File: config.mk
export PLATFORM = sky130hd
export DESIGN_NAME = bin_ker_ctrl
export DESIGN_NICKNAME = d
export VERILOG_FILES = /design/src/rtl/bin_ker_pkg.sv /design/src/rtl/bin_win_count.sv /design/src/rtl/bin_ker_ctrl.sv
export SDC_FILE = /design/constraint.sdc
export NUM_CORES = 1
export LEC_CHECK = 0
export CAP_MARGIN = 20
export CORE_MARGIN = 1
export CORE_UTILIZATION = 45
export CTS_BUF_LIST = sky130_fd_sc_hd__clkbuf_4 sky130_fd_sc_hd__clkbuf_8 sky130_fd_sc_hd__clkbuf_16
export CTS_CLUSTER_DIAMETER = 80
export CTS_CLUSTER_SIZE = 28
export DETAILED_ROUTE_END_ITERATION = 8
export PLACE_DENSITY_LB_ADDON = 0.2
export SYNTH_ARGS = -nofsm -noshare
export SYNTH_HDL_FRONTEND = slang
export SYNTH_SLANG_ARGS = --single-unit
File: constraint.sdc
create_clock -name clk -period 4.9 [get_ports clk]
set_input_delay 0.98 -clock clk [delete_from_list [all_inputs] [get_ports clk]]
set_output_delay 0.98 -clock clk [all_outputs]
set_load 0.01 [all_outputs]
File: src/rtl/bin_ker_pkg.sv
`default_nettype none
// ============================================================================
// Module   : bin_ker_pkg
// Brief    : Shared constants and state encoding for the binary kernel streamer.
// Revision : 1.0 - initial release
// ============================================================================
package bin_ker_pkg;

  localparam int KSIZE    = 3;
  localparam int RESULT_W = 4;
  localparam int WIN_BITS = KSIZE * KSIZE;

  // LSB of each window row triple; within a triple bit 0 is the newest column
  localparam int ROW_TOP_LSB = 2 * KSIZE;
  localparam int ROW_MID_LSB = KSIZE;
  localparam int ROW_BOT_LSB = 0;

  typedef enum logic [1:0] {
    IDLE  = 2'd0,
    RUN   = 2'd1,
    DRAIN = 2'd2
  } state_t;

endpackage
`default_nettype wire

File: src/rtl/bin_win_count.sv
`default_nettype none
// ============================================================================
// Module   : bin_win_count
// Brief    : Combinational popcount of (window AND kernel) over a 3x3 window.
// Revision : 1.0 - initial release
// ============================================================================
module bin_win_count
  import bin_ker_pkg::*;
(
  input  logic [WIN_BITS-1:0] win_i,
  input  logic [WIN_BITS-1:0] kernel_i,
  output logic [RESULT_W-1:0] count_o
);

  logic [WIN_BITS-1:0] w_and;

  always_comb begin
    w_and   = win_i & kernel_i;
    count_o = '0;
    for (int i = 0; i < WIN_BITS; i++) begin
      count_o = count_o + {{(RESULT_W-1){1'b0}}, w_and[i]};
    end
  end

endmodule
`default_nettype wire

File: src/rtl/bin_ker_ctrl.sv
`default_nettype none
// ============================================================================
// Module   : bin_ker_ctrl
// Brief    : Streams a latched 3x3 binary kernel over a raster 1-bit frame and
//            emits per-window match counts. `BIN_KER_CTRL_THRESH_EN adds a
//            threshold input and a hit flag.
// Revision : 1.0 - initial release
// ============================================================================
module bin_ker_ctrl
  import bin_ker_pkg::*;
#(
  parameter int IMG_W = 8,
  parameter int IMG_H = 8
) (
  input  logic                clk,
  input  logic                rst,
  input  logic                start,
  input  logic [WIN_BITS-1:0] kernel,
`ifdef BIN_KER_CTRL_THRESH_EN
  input  logic [RESULT_W-1:0] thresh,
  output logic                out_hit,
`endif
  output logic                busy,
  input  logic                in_valid,
  input  logic                in_pixel,
  output logic                in_ready,
  output logic                out_valid,
  output logic [RESULT_W-1:0] out_result,
  output logic                out_last,
  input  logic                out_ready,
  output logic                done
);

  localparam int COL_W = $clog2(IMG_W);
  localparam int ROW_W = $clog2(IMG_H);

  state_t              state_q;
  logic [WIN_BITS-1:0] kernel_q;
  logic [WIN_BITS-1:0] win_q;
  logic [WIN_BITS-1:0] win_d;
  logic [IMG_W-1:0]    lb0_q;
  logic [IMG_W-1:0]    lb1_q;
  logic [COL_W-1:0]    col_q;
  logic [COL_W-1:0]    col_d;
  logic [ROW_W-1:0]    row_q;
  logic [ROW_W-1:0]    row_d;
  logic                busy_q;
  logic                done_q;
  logic                out_valid_q;
  logic                out_last_q;
  logic [RESULT_W-1:0] out_result_q;

  logic [RESULT_W-1:0] w_count;
  logic                w_pix_acc;
  logic                w_last_pix;
  logic                w_emit;
  logic                w_out_hs;
  logic                w_unused;

  assign in_ready   = (state_q == RUN) & (~out_valid_q | out_ready);
  assign w_pix_acc  = in_valid & in_ready;
  assign w_out_hs   = out_valid_q & out_ready;
  assign w_last_pix = (col_q == COL_W'(IMG_W - 1)) && (row_q == ROW_W'(IMG_H - 1));
  assign w_emit     = w_pix_acc && (row_q >= ROW_W'(2)) && (col_q >= COL_W'(2));

  // Line buffer taps give the same column one and two rows above the new pixel
  assign win_d = {win_q[ROW_TOP_LSB +: KSIZE-1], lb1_q[IMG_W-1],
                  win_q[ROW_MID_LSB +: KSIZE-1], lb0_q[IMG_W-1],
                  win_q[ROW_BOT_LSB +: KSIZE-1], in_pixel};

  assign w_unused = ^{win_q[ROW_TOP_LSB+KSIZE-1], win_q[ROW_MID_LSB+KSIZE-1],
                      win_q[ROW_BOT_LSB+KSIZE-1]};

  always_comb begin
    col_d = col_q + COL_W'(1);
    row_d = row_q;
    if (col_q == COL_W'(IMG_W - 1)) begin
      col_d = '0;
      row_d = row_q + ROW_W'(1);
    end
  end

  bin_win_count u_count (
    .win_i    (win_d),
    .kernel_i (kernel_q),
    .count_o  (w_count)
  );

  always_ff @(posedge clk or posedge rst) begin
    if (rst) begin
      state_q  <= IDLE;
      busy_q   <= 1'b0;
      done_q   <= 1'b0;
      kernel_q <= '0;
      lb0_q    <= '0;
      lb1_q    <= '0;
      win_q    <= '0;
      col_q    <= '0;
      row_q    <= '0;
    end else begin
      done_q <= 1'b0;
      case (state_q)
        IDLE: begin
          if (start) begin
            state_q  <= RUN;
            busy_q   <= 1'b1;
            kernel_q <= kernel;
            col_q    <= '0;
            row_q    <= '0;
          end
        end
        RUN: begin
          if (w_pix_acc) begin
            lb0_q <= {lb0_q[IMG_W-2:0], in_pixel};
            lb1_q <= {lb1_q[IMG_W-2:0], lb0_q[IMG_W-1]};
            win_q <= win_d;
            col_q <= col_d;
            row_q <= row_d;
            if (w_last_pix) begin
              state_q <= DRAIN;
            end
          end
        end
        DRAIN: begin
          if (w_out_hs && out_last_q) begin
            state_q <= IDLE;
            busy_q  <= 1'b0;
            done_q  <= 1'b1;
          end
        end
        default: state_q <= IDLE;
      endcase
    end
  end

  // Single-entry output stage: a new result may replace one handshaking now
  always_ff @(posedge clk or posedge rst) begin
    if (rst) begin
      out_valid_q  <= 1'b0;
      out_last_q   <= 1'b0;
      out_result_q <= '0;
    end else if (w_emit) begin
      out_valid_q  <= 1'b1;
      out_last_q   <= w_last_pix;
      out_result_q <= w_count;
    end else if (w_out_hs) begin
      out_valid_q <= 1'b0;
      out_last_q  <= 1'b0;
    end
  end

`ifdef BIN_KER_CTRL_THRESH_EN
  logic [RESULT_W-1:0] thresh_q;
  logic                out_hit_q;

  always_ff @(posedge clk or posedge rst) begin
    if (rst) begin
      thresh_q  <= '0;
      out_hit_q <= 1'b0;
    end else begin
      if ((state_q == IDLE) && start) begin
        thresh_q <= thresh;
      end
      if (w_emit) begin
        out_hit_q <= (w_count >= thresh_q);
      end
    end
  end

  assign out_hit = out_hit_q;
`endif

  assign busy       = busy_q;
  assign done       = done_q;
  assign out_valid  = out_valid_q;
  assign out_last   = out_last_q;
  assign out_result = out_result_q;

endmodule
`default_nettype wire

Yosys cells after proc, flatten, opt, wreduce, memory -nomap -nowiden
Index checks and enable logic that the tools add are counted.
- add/sub/neg operators: 10
- order comparisons: 2
- eq/ne operators: 9
- multiplexer cells: 20
- bitwise gates (word level): 6
- reductions and logical operators: 14
- operators with widths (operator ; count):
    $add A4 B1 Y4 ; 7
    $mux W3 ; 5
    $pmux W3 S2 ; 2
    $and A9 B9 Y9 ; 1
    $mux W2 ; 4
    $ne A2 B2 Y1 const B ; 4
    $reduce_and A4 Y1 ; 2
    $mux W1 ; 7
    $add A3 B1 Y3 const B ; 2
    $eq A3 B3 Y1 const B ; 2
    $ge A3 B2 Y1 const B ; 2
    $pmux W2 S3 ; 1
    $reduce_and A3 Y1 ; 2
    $reduce_bool A2 Y1 ; 3
    $logic_and A1 B1 Y1 ; 4
    $reduce_and A2 Y1 ; 2
    $and A1 B1 Y1 ; 3
    $add A1 B1 Y2 ; 1
    $eq A2 B1 Y1 const B ; 1
    $eq A2 B2 Y1 const B ; 1
    $logic_not A2 Y1 ; 1
    $ne A2 B1 Y1 const B ; 1
    $pmux W1 S2 ; 1
    $not A1 Y1 ; 1
    $or A1 B1 Y1 ; 1
- flip-flop bits (word level): 49
- output and inout bits: 9
- word-level logic and storage cells: 73

Depth between registers and ports, before layout
Gate-level depths: netlist (run 1).
- word-level depth: 9
- depth in mapped cells: 12

Hierarchy
From an unflattened synthesis (run 1), not the netlist that was laid out.
- cells, all modules: 153
- area total of the unflattened synthesis: 2011.9 µm²
- modules (own cells, without submodules) (module ; times used ; cells an instance ; area each (µm²)):
    bin_ker_ctrl ; 1 ; 127 ; 1789.2
    bin_win_count ; 1 ; 26 ; 222.7

Least setup slack after synthesis (run 1)
OpenSTA, ideal clock, no wires.
- kind: input to register
- from: in in_pixel
- to: reg out_result_q[2], in the netlist out_result[2]
- data arrival time: 3.857 ns
- required time: 4.816 ns
- slack: 0.959 ns
- cell stages on the path: 12
- path buffers: 0
- path through: and2_1 -> ha_1 -> inv_1 -> fa_1 -> fa_1 -> inv_1 -> fa_1 -> ha_1 -> inv_1 -> fa_1 -> xor2_1 -> o21ai_0
- word-level cells in the longest chain between the ends: 9
- RTL lines (item ; RTL line ; RTL):
    start: declaration ; bin_ker_ctrl.sv:25 ; input logic in_pixel,
    $and A9 B9 Y9 ; bin_win_count.sv:18 ; w_and = win_i & kernel_i;
    $add A1 B1 Y2 ; bin_win_count.sv:21 ; count_o = count_o + {{(RESULT_W-1){1'b0}}, w_and[i]};
    $add A4 B1 Y4 (7 in series) ; bin_win_count.sv:21 ;
    end signal: assignment ; bin_ker_ctrl.sv:145 ; out_result_q <= w_count;
    end: declaration ; bin_ker_ctrl.sv:51 ; logic [RESULT_W-1:0] out_result_q;
No other way between the ends.
A chain may end at the register's enable or synchronous reset.

Worst setup path after layout (run 1)
Ends and elaborated chain as after synthesis.

==> metrics, run 1 <==
share of the clock period used by the worst path after layout approximately 85%; crit path DAT 4.37 ns; aggregate routed wire length about 3400 µm; most frequent cell on the critical path sky130_fd_sc_hd__fa_1; count of antenna diodes in the layout 0; delay contributed by the slowest stage of the critical path between 0.5 and 0.6 ns; Syn Std Cell Area 2074 µm²; Worst Hold Launch out_result[2]; worst slew slack as a fraction of its limit about 60%; drt wl/cell 13.86 µm; peak supply drop 280.4 µV; Slowest cell on crit path sky130_fd_sc_hd__fa_1; share of layout cells above drive strength 1 22.28%; y dimension of the die 69.90 µm; setup repair after global routing missed its margin no; vias per std cell 5.163; Finish-stage setup viols 0; number of cell rows 24; slew at the pin with the worst max-slew slack 0.5951 ns; number of global-route vias before repair 1348; CTS tree yes; number of hold violations in the final report 0; H-tree levels 2; most frequent cells in the layout sky130_fd_sc_hd__dfrtp_1 (43), sky130_fd_sc_hd__mux2_2 (28), sky130_fd_sc_hd__clkdlybuf4s50_1 (23); DRC violations left 0; number of max-slew violations in the final report 0; Critical R2R Launch kernel_q[0]; routed vias 1265; last weighted congestion value of the routability-driven placer 0.7293; power per cell area 466.8 nW/µm²; sequential-to-total area share from yosys stat 51.87%; post-layout minimum cycle time 4.165 ns; data required time of the critical path 5.11 ns; ordered list of cells on the worst path clkdlybuf4s50_1, and2_1, ha_1, inv_1, fa_1, fa_1, inv_1, fa_1, ha_1, inv_1, fa_1, xor2_1, o21ai_0; worst clock skew 0.007395 ns; number of I/O port buffers 23; critical-path maximum fanout 2; total of warnings raised by yosys 0; timing-limited maximum frequency 240.1 MHz; Hold Worst Slack approximately 0.49 ns; die footprint ~4900 µm²; area share of the largest cell type after synthesis 51.87%; Worst setup SP type input port; Top Ports 24; Placed Cells approximately 240; aggregate negative setup slack 0 ns; hold-critical path depth 2; Total Routing Usage GR 16.49%; Worst Hold Class flop to flop; clock slew at the register clock pins of the worst setup and hold paths 0.08 ns; clock network latency to the later pin of the worst-skew pair 0.29 ns; count of max-cap constraint violations 0; flops & latches, synth 43; leading cell type in the layout, fill and taps excluded sky130_fd_sc_hd__dfrtp_1; Initial Utilization 47.32%; Reg2Reg Capture Point out_result[2]; Hold Path End out_result[2]; CTS Root Buffer Type sky130_fd_sc_hd__clkbuf_8; hold-fix buffer count after cts 0; residual overflow from global routing 0; CTS Buf Count 5; Max Root-Sink Buffers 2; Critical Setup Path Class input port to flop; R2R setup slack 1.45 ns; end-of-flow core utilization a little under three fifths; R2R depth 12; area of the placeable core around 4400 µm²; number of nets with antenna violations after detailed routing 0; post-synthesis net count ~200; gate count after technology mapping 164; Post-layout nets ~220; area leader, netlist sky130_fd_sc_hd__dfrtp_1; horizontal die dimension 69.90 µm; critical path capture point type flop; post-CTS repair timing setup buffer count 0; largest net degree at the start of global routing 24; count of non-filler cells in the finished layout about 250; first-pass GRT wire length just over 6000 µm; result of the run complete, no violations; count of clock tree sinks 43; antenna violations before repair 0; post-cts sizing count 0; area added between synthesis and finish 19.00%; Post-Synthesis Mean Instance Area 12.65 µm²; half-perimeter wire length after placement 2548 µm; number of distinct standard cells referenced by the synthesized netlist 34; starting DRC count in detailed routing 60; dominant cells by area after synthesis sky130_fd_sc_hd__dfrtp_1 (52%), sky130_fd_sc_hd__mux2_2 (15%), sky130_fd_sc_hd__ha_1 (6.6%), sky130_fd_sc_hd__fa_1 (4.8%), sky130_fd_sc_hd__nand2_1 (2.9%); drt first pass iters 4; leakage power figure around 1.1 nW
## flip-flops by register name, indices dropped and copies added (netlist names), 2 cells and up
name        count
col_q           3
kernel_q        9
lb0_q           5
lb1_q           5
out_result      4
row_q           3
state_q         2
win_q           8
## cells by family after synthesis
logic type               Yosys count  synth area share, %
flip-flops                        43                51.87
AND/OR/NAND/NOR                   37                9.832
multiplexers                      30                16.16
AO/OA/AOI/OAI                     21                6.695
buffers and inverters             16                3.558
adder cells (fa/ha/maj)           16                11.46
XOR/XNOR                           1               0.4223
## worst max path at each step
stage               startpoint       endpoint  slack, ns
floorplan             in_pixel  out_result[2]       0.96
global placement      in_pixel  out_result[2]       0.48
detailed placement    in_pixel  out_result[2]       0.43
CTS                   in_pixel  out_result[2]       0.73
global route          in_pixel  out_result[2]       0.57
finish                in_pixel  out_result[2]       0.74
## cell type report
cell class / instances / area, µm²
Fill cell: 356 / 1916
Sequential cell: 43 / 1076
Multi-Input combinational cell: 105 / 924.6
Timing Repair Buffer: 26 / 272.8
Clock buffer: 7 / 83.83
Tap cell: 52 / 65.06
Inverter: 11 / 41.29
Clock inverter: 1 / 5.005
## cells in the mapped netlist
cell,n
sky130_fd_sc_hd__and2b_2,1
sky130_fd_sc_hd__nor2_1,3
sky130_fd_sc_hd__buf_2,2
sky130_fd_sc_hd__ha_1,11
sky130_fd_sc_hd__buf_6,1
sky130_fd_sc_hd__o21bai_1,1
sky130_fd_sc_hd__mux2_2,28
sky130_fd_sc_hd__o21ai_0,9
sky130_fd_sc_hd__clkbuf_1,1
sky130_fd_sc_hd__mux2i_1,2
sky130_fd_sc_hd__dfrtp_1,43
sky130_fd_sc_hd__a31oi_1,2
sky130_fd_sc_hd__buf_4,1
sky130_fd_sc_hd__a31o_2,1
sky130_fd_sc_hd__nor2b_1,1
sky130_fd_sc_hd__nand3_4,1
sky130_fd_sc_hd__a2111oi_0,1
sky130_fd_sc_hd__nor3b_1,1
sky130_fd_sc_hd__nand2_1,16
sky130_fd_sc_hd__o32a_1,1
sky130_fd_sc_hd__and2_1,6
sky130_fd_sc_hd__nand4_2,1
sky130_fd_sc_hd__nand2b_1,2
sky130_fd_sc_hd__or4_1,1
sky130_fd_sc_hd__o2bb2ai_1,2
sky130_fd_sc_hd__and2b_1,1
sky130_fd_sc_hd__a21o_1,2
sky130_fd_sc_hd__xor2_1,1
sky130_fd_sc_hd__nor3_1,1
sky130_fd_sc_hd__fa_1,5
sky130_fd_sc_hd__a21oi_1,1
sky130_fd_sc_hd__a211o_1,1
sky130_fd_sc_hd__nand3_1,2
sky130_fd_sc_hd__inv_1,11
## critical path: cells and delay by family
kind                       cells  cell delay, ns
adders and majority gates      6            2.37
buffers and inverters          4            0.57
xor gates and xnor gates       1            0.16
and+or+nand+nor                1            0.15
AOI/OAI and AO/OA              1            0.14
## metrics by stage
stage	total power [mW]	setup slack, ns	instance area, µm²
6_report	1.152	0.7352	2469
3_5_place_dp	0.9464	0.4334	2380
3_3_place_gp	0.9200	0.4772	2352
5_1_grt	1.254	0.5743	2469
4_1_cts	1.173	0.7312	2469
2_1_floorplan	0.8253	0.9587	2074
## power by group
group          total [mW]  internal, mW  switching (mW)
registers           0.553         0.476          0.0773
clock network       0.222         0.111           0.111
logic               0.377         0.212           0.165
## layer usage
metal	vias up	share of wire (%)	global-route usage, %
met4	0	1.6	6.222
met5	-	0	0
li1	614	-	-
met3	6	4.4	4.762
met2	32	50	28.21
met1	613	43	19.65
No activity file was read; power rests on OpenSTA's default activity.
==> run 2: changes to the inputs <==
==> constraint.sdc (replaced) <==
create_clock -name clk -period 4.2 [get_ports clk]
set_input_delay 0.84 -clock clk [delete_from_list [all_inputs] [get_ports clk]]
set_output_delay 0.84 -clock clk [all_outputs]
set_load 0.01 [all_outputs]
==> metrics, run 2 (synthesized netlist as in run 1, its figures left out) <==
DRC violations left 0 (unchanged); peak supply drop 273.8 µV (was 280.4 µV); worst slew slack as a fraction of its limit 63.66% (was 60.29%); switching power share of the total 30.29% (was 30.63%); leading cell type in the layout, fill and taps excluded sky130_fd_sc_hd__dfrtp_1 (unchanged); register name with the most flops kernel_q (unchanged); share of layout cells above drive strength 1 21.88% (was 22.28%); number of cell rows 24 (unchanged); area used by multi-input combinational logic 924.6 µm² (unchanged); data required time of the critical path 4.41 ns (was 5.11 ns); R2R setup slack 0.67 ns (was 1.45 ns); most frequent cells in the layout sky130_fd_sc_hd__dfrtp_1 (43), sky130_fd_sc_hd__mux2_2 (28), sky130_fd_sc_hd__clkdlybuf4s50_1 (23) (unchanged); count of antenna diodes in the layout 0 (unchanged); half-perimeter wire length after placement 2439 µm (was 2548 µm); leakage power figure 1.131 nW (was 1.132 nW); aggregate routed wire length 3451 µm (was 3396 µm); post-CTS repair timing setup buffer count 0 (unchanged); count of non-filler cells in the finished layout 244 (was 245); number of global-route vias before repair 1400 (was 1348); CTS Root Buffer Type sky130_fd_sc_hd__clkbuf_8 (unchanged); drt first pass iters 4 (unchanged); slew at the pin with the worst max-slew slack 0.5451 ns (was 0.5951 ns); Top Ports 24 (unchanged); power share of the sequential group 45.1% (was 48.0%); hold-critical path depth 2 (unchanged); number of max-slew violations in the final report 0 (unchanged); Critical Setup Path Class input port to flop (unchanged); Combinational Power Share 31.6% (was 32.7%); fill cell total of the finished layout 383 (was 356); number of I/O port buffers 23 (unchanged); CTS Buf Count 5 (unchanged); power per cell area 580.7 nW/µm² (was 466.8 nW/µm²); Placed Cells 236 (was 237); routed vias 1268 (was 1265); number of nets with antenna violations after detailed routing 0 (unchanged); antenna violations before repair 0 (unchanged); Post-layout nets 222 (was 223); crit path DAT 4.31 ns (was 4.37 ns); count of max-cap constraint violations 0 (unchanged); last weighted congestion value of the routability-driven placer 0.7545 (was 0.7293); H-tree levels 2 (unchanged); clock slew at the register clock pins of the worst setup and hold paths 0.07 ns (was 0.08 ns); total power after layout 1.434 mW (was 1.152 mW); area of the placeable core 4384 µm² (unchanged); die footprint 4885 µm² (unchanged); y dimension of the die 69.90 µm (unchanged); Cell Int Power 0.9998 mW (was 0.7993 mW); share of the clock period used by the worst path after layout 97.54%; CTS tree yes (unchanged); post-cts sizing count 0 (unchanged); Reg2Reg Capture Point out_result[2] (unchanged); critical-path maximum fanout 2 (unchanged); hold-fix buffer count after cts 0 (unchanged); Worst Hold Launch out_result[1] (was out_result[2]); clock network latency to the later pin of the worst-skew pair 0.30 ns (was 0.29 ns); Sequential cell area 1076 µm² (unchanged); starting DRC count in detailed routing 94 (was 60); result of the run complete, no violations (unchanged); number of hold violations in the final report 0 (unchanged); area added between synthesis and finish 19.06% (was 19.00%); post-layout minimum cycle time 4.097 ns; critical path capture point type flop (unchanged); worst clock skew 0.01002 ns (was 0.007395 ns); registers with the highest flip-flop counts kernel_q: 9 flops, win_q: 8 flops (unchanged); max reg flops 9 (unchanged); largest net degree at the start of global routing 44 (was 24); Worst setup SP type input port (unchanged); Initial Utilization 47.32% (unchanged); residual overflow from global routing 0 (unchanged); count of clock tree sinks 43 (unchanged); R2R depth 12 (unchanged); Worst Hold Class flop to flop (unchanged); Max Root-Sink Buffers 2 (unchanged); Total Routing Usage GR 16.40% (was 16.49%); first-pass GRT wire length 6265 µm (was 6230 µm); Hold Path End out_result[1] (was out_result[2]); horizontal die dimension 69.90 µm (unchanged); drt wl/cell 14.14 µm (was 13.86 µm); Finish-stage setup viols 0 (unchanged); part of the power in the clock network 23.3% (was 19.3%); timing-limited maximum frequency 244.1 MHz; vias per std cell 5.197 (was 5.163); Switching Power 0.4344 mW (was 0.3530 mW); setup repair after global routing missed its margin no (unchanged); Critical R2R Launch kernel_q[0] (unchanged)
[run 2: changes by cell type in the layout (fill, tap and decap cells not counted)]
| cell | before | now |
|---|---|---|
| sky130_fd_sc_hd__bufinv_16 | 0 | 1 |
| sky130_fd_sc_hd__buf_16 | 1 | 0 |
| sky130_fd_sc_hd__clkbuf_8 | 5 | 6 |
| sky130_fd_sc_hd__clkbuf_4 | 2 | 0 |
[run 2: critical path: stages]
cell,delay [ns]
sky130_fd_sc_hd__clkdlybuf4s50_1,0.41
sky130_fd_sc_hd__and2_1,0.14
sky130_fd_sc_hd__ha_1,0.27
sky130_fd_sc_hd__inv_1,0.05
sky130_fd_sc_hd__fa_1,0.50
sky130_fd_sc_hd__fa_1,0.56
sky130_fd_sc_hd__inv_1,0.06
sky130_fd_sc_hd__fa_1,0.55
sky130_fd_sc_hd__ha_1,0.17
sky130_fd_sc_hd__inv_1,0.06
sky130_fd_sc_hd__fa_1,0.40
sky130_fd_sc_hd__xor2_1,0.17
sky130_fd_sc_hd__o21ai_0,0.13
[run 2: worst max-delay path by stage]
stage | start | endpoint | slack (ns) | cells past startpoint
final | in_pixel | out_result[2] | 0.10 | 13
after global routing | in_pixel | out_result[2] | 0.002 | 13
after CTS | in_pixel | out_result[2] | 0.11 | 13
after detailed placement | in_pixel | out_result[2] | -0.17 | 13
after global placement | in_pixel | out_result[2] | -0.08 | 13
after floorplan | in_pixel | out_result[2] | 0.40 | 12
[run 2: power groups by stage]
stage	logic (mW)	registers, mW	clock network (mW)
4_1_cts	0.463	0.649	0.339
3_5_place_dp	0.452	0.659	0
3_3_place_gp	0.427	0.647	0
6_report	0.454	0.647	0.334
5_1_grt	0.521	0.670	0.360
2_1_floorplan	0.329	0.634	0
[run 2: final cells by class]
class / instances / share of cell area [%]
clock inverters: 2 / 1.418
repair buffers: 25 / 9.929
flip-flops and latches: 43 / 43.57
multi-input cells: 105 / 37.44
well taps: 52 / 2.634
clock buffers: 6 / 3.343
inverters: 11 / 1.672
[run 2: metrics by stage]
step	hold slack, ns	area [µm²]	setup slack, ns	setup TNS, ns	utilization (%)
floorplan	0.4712	2074	0.3987	0	-
CTS	0.4948	2470	0.1089	0	56.34
global placement	0.4710	2352	-0.08149	-0.09610	53.65
detailed placement	0.4776	2352	-0.1670	-0.2424	53.65
global route	0.5280	2470	0.001825	0	56.34
finish	0.4874	2470	0.1035	0	56.34
[run 2: per-layer routing]
metal,routed length [µm],global-route usage (%)
met5,0,0
met4,63,6.889
met3,147,5.339
met2,1698,26.71
met1,1542,20.04
==> run 3: changes to the inputs <==
--- a/config.mk
+++ b/config.mk
@@ -6,7 +6,7 @@
 export NUM_CORES = 1
 export LEC_CHECK = 0
 export CAP_MARGIN = 20
-export CORE_MARGIN = 1
+export CORE_MARGIN = 3
 export CORE_UTILIZATION = 45
 export CTS_BUF_LIST = sky130_fd_sc_hd__clkbuf_4 sky130_fd_sc_hd__clkbuf_8 sky130_fd_sc_hd__clkbuf_16
 export CTS_CLUSTER_DIAMETER = 80
==> metrics, run 3 (synthesized netlist as in run 1, its figures left out) <==
area of the placeable core 4414 µm² (was 4384 µm²); drt wl/cell 14.68 µm (was 14.14 µm); number of cell rows 24 (unchanged); result of the run complete, no violations (unchanged); number of nets with antenna violations after detailed routing 0 (unchanged); hold-critical path depth 2 (unchanged); post-layout minimum cycle time 4.037 ns (was 4.097 ns); peak supply drop 281.2 µV (was 273.8 µV); timing-limited maximum frequency 247.7 MHz (was 244.1 MHz); Cell Int Power 0.9285 mW (was 0.9998 mW); Post-layout nets 222 (unchanged); y dimension of the die 73.90 µm (was 69.90 µm); post-detailed-placement cell area 2352 µm² (unchanged); number of global-route vias before repair 1354 (was 1400); CTS Root Buffer Type sky130_fd_sc_hd__clkbuf_8 (unchanged); end-of-flow core utilization 55.30% (was 56.34%); worst slew slack as a fraction of its limit 52.25% (was 63.66%); setup repair after global routing missed its margin no (unchanged); Critical Setup Path Class input port to flop (unchanged); switching power share of the total 31.73% (was 30.29%); largest net degree at the start of global routing 27 (was 44); leading cell type in the layout, fill and taps excluded sky130_fd_sc_hd__dfrtp_1 (unchanged); routed vias 1291 (was 1268); critical path capture point type flop (unchanged); starting DRC count in detailed routing 61 (was 94); Final WS setup 0.1631 ns (was 0.1035 ns); vias per std cell 5.291 (was 5.197); area used by multi-input combinational logic 924.6 µm² (unchanged); DRC violations left 0 (unchanged); power share of the sequential group 47.7% (was 45.1%); horizontal die dimension 73.90 µm (was 69.90 µm); fill cell total of the finished layout 391 (was 383); share of layout cells above drive strength 1 21.88% (unchanged); crit path DAT 4.24 ns (was 4.31 ns); slew at the pin with the worst max-slew slack 0.7154 ns (was 0.5451 ns); Top Ports 24 (unchanged); Initial Utilization 47.00% (was 47.32%); data required time of the critical path 4.41 ns (about the same); CTS Buf Count 5 (unchanged); post-cts sizing count 0 (unchanged); worst clock skew 0.01098 ns (was 0.01002 ns); number of I/O port buffers 23 (unchanged); number of max-slew violations in the final report 0 (unchanged); first-pass GRT wire length 6299 µm (was 6265 µm); power per cell area 557.1 nW/µm² (was 580.7 nW/µm²); critical-path maximum fanout 2 (unchanged); clock network latency to the later pin of the worst-skew pair 0.29 ns (was 0.30 ns); half-perimeter wire length after placement 2677 µm (was 2439 µm); CTS tree yes (unchanged); number of hold violations in the final report 0 (unchanged); count of clock tree sinks 43 (unchanged); Switching Power 0.4316 mW (was 0.4344 mW); antenna violations before repair 0 (unchanged); count of antenna diodes in the layout 0 (unchanged); leakage power figure 1.115 nW (was 1.131 nW); Finish-stage setup viols 0 (unchanged); R2R depth 12 (unchanged); Worst setup SP type input port (unchanged); Worst Hold Class flop to flop (unchanged); last weighted congestion value of the routability-driven placer 0.6981 (was 0.7545); Total Routing Usage GR 15.73% (was 16.40%); cell area after layout 2441 µm² (was 2470 µm²); share of the clock period used by the worst path after layout 96.12% (was 97.54%); residual overflow from global routing 0 (unchanged); post-CTS repair timing setup buffer count 0 (unchanged); part of the power in the clock network 19.1% (was 23.3%); register name with the most flops kernel_q (unchanged); hold-fix buffer count after cts 0 (unchanged); clock slew at the register clock pins of the worst setup and hold paths 0.07 ns (about the same); Combinational Power Share 33.2% (was 31.6%); die footprint 5460 µm² (was 4885 µm²); drt first pass iters 4 (unchanged); aggregate routed wire length 3581 µm (was 3451 µm); Max Root-Sink Buffers 2 (unchanged); registers with the highest flip-flop counts kernel_q: 9 flops, win_q: 8 flops (unchanged); Sequential cell area 1076 µm² (unchanged); most frequent cells in the layout sky130_fd_sc_hd__dfrtp_1 (43), sky130_fd_sc_hd__mux2_2 (28), sky130_fd_sc_hd__clkdlybuf4s50_1 (23) (unchanged); H-tree levels 2 (unchanged); worst setup slack after placement -0.1616 ns (was -0.1670 ns); total power after layout 1.360 mW (was 1.434 mW); count of max-cap constraint violations 0 (unchanged); area added between synthesis and finish 17.67% (was 19.06%); max reg flops 9 (unchanged)
[run 3: cell types whose count changed in the layout (fill, tap and decap cells not counted), sizes merged]
cell | previous run | this run
bufinv | 1 | 0
clkinvlp | 0 | 1
[run 3: final timing paths]
| kind | to | startpoint | slack (ns) |
|---|---|---|---|
| hold / removal | out_result[2] | out_result[2] | 0.49 |
| setup reg to reg | out_result[2] | kernel_q[0] | 0.73 |
| setup / recovery | out_result[2] | in_pixel | 0.16 |
| hold reg to reg | out_result[2] | out_result[2] | 0.49 |
| min in group asynchronous | col_q[2] | rst | 0.96 |
| max in group asynchronous | lb0_q[5] | rst | 2.44 |
[run 3: power groups by stage]
| stage | logic [mW] | clock network, mW | registers [mW] |
|---|---|---|---|
| floorplan | 0.329 | 0 | 0.634 |
| global placement | 0.429 | 0 | 0.646 |
| detailed placement | 0.460 | 0 | 0.659 |
| CTS | 0.463 | 0.270 | 0.650 |
| global route | 0.525 | 0.289 | 0.669 |
| finish | 0.451 | 0.260 | 0.649 |
[run 3: area by class of cell]
type / instances / area share (%)
sequential: 43 / 44.08
clock buffer: 6 / 3.127
inverter: 11 / 1.691
tap: 52 / 2.665
clock inverter: 2 / 0.5126
timing repair buffer: 25 / 10.05
multi-input combinational: 105 / 37.88
[run 3: critical path: stages]
cell	delay [ns]
sky130_fd_sc_hd__clkdlybuf4s50_1	0.41
sky130_fd_sc_hd__and2_1	0.15
sky130_fd_sc_hd__ha_1	0.27
sky130_fd_sc_hd__inv_1	0.05
sky130_fd_sc_hd__fa_1	0.50
sky130_fd_sc_hd__fa_1	0.54
sky130_fd_sc_hd__inv_1	0.05
sky130_fd_sc_hd__fa_1	0.54
sky130_fd_sc_hd__ha_1	0.17
sky130_fd_sc_hd__inv_1	0.06
sky130_fd_sc_hd__fa_1	0.37
sky130_fd_sc_hd__xor2_1	0.16
sky130_fd_sc_hd__o21ai_0	0.14
[run 3: per-stage QoR]
stage                     hold WS (ns)  instances   TNS, ns
after floorplan                 0.4712        164         0
after global placement          0.4635        236  -0.07694
after detailed placement        0.4697        236   -0.2457
after CTS                       0.4871        244         0
after global routing            0.5157        244         0
final                           0.4885        244         0
[run 3: layer usage]
layer | up-vias | wire length, µm | track usage [%]
li1 | 612 | - | -
met2 | 26 | 1797 | 25.39
met5 | - | 0 | 0
met1 | 645 | 1515 | 18.78
met4 | 0 | 91 | 8.249
met3 | 8 | 176 | 4.788
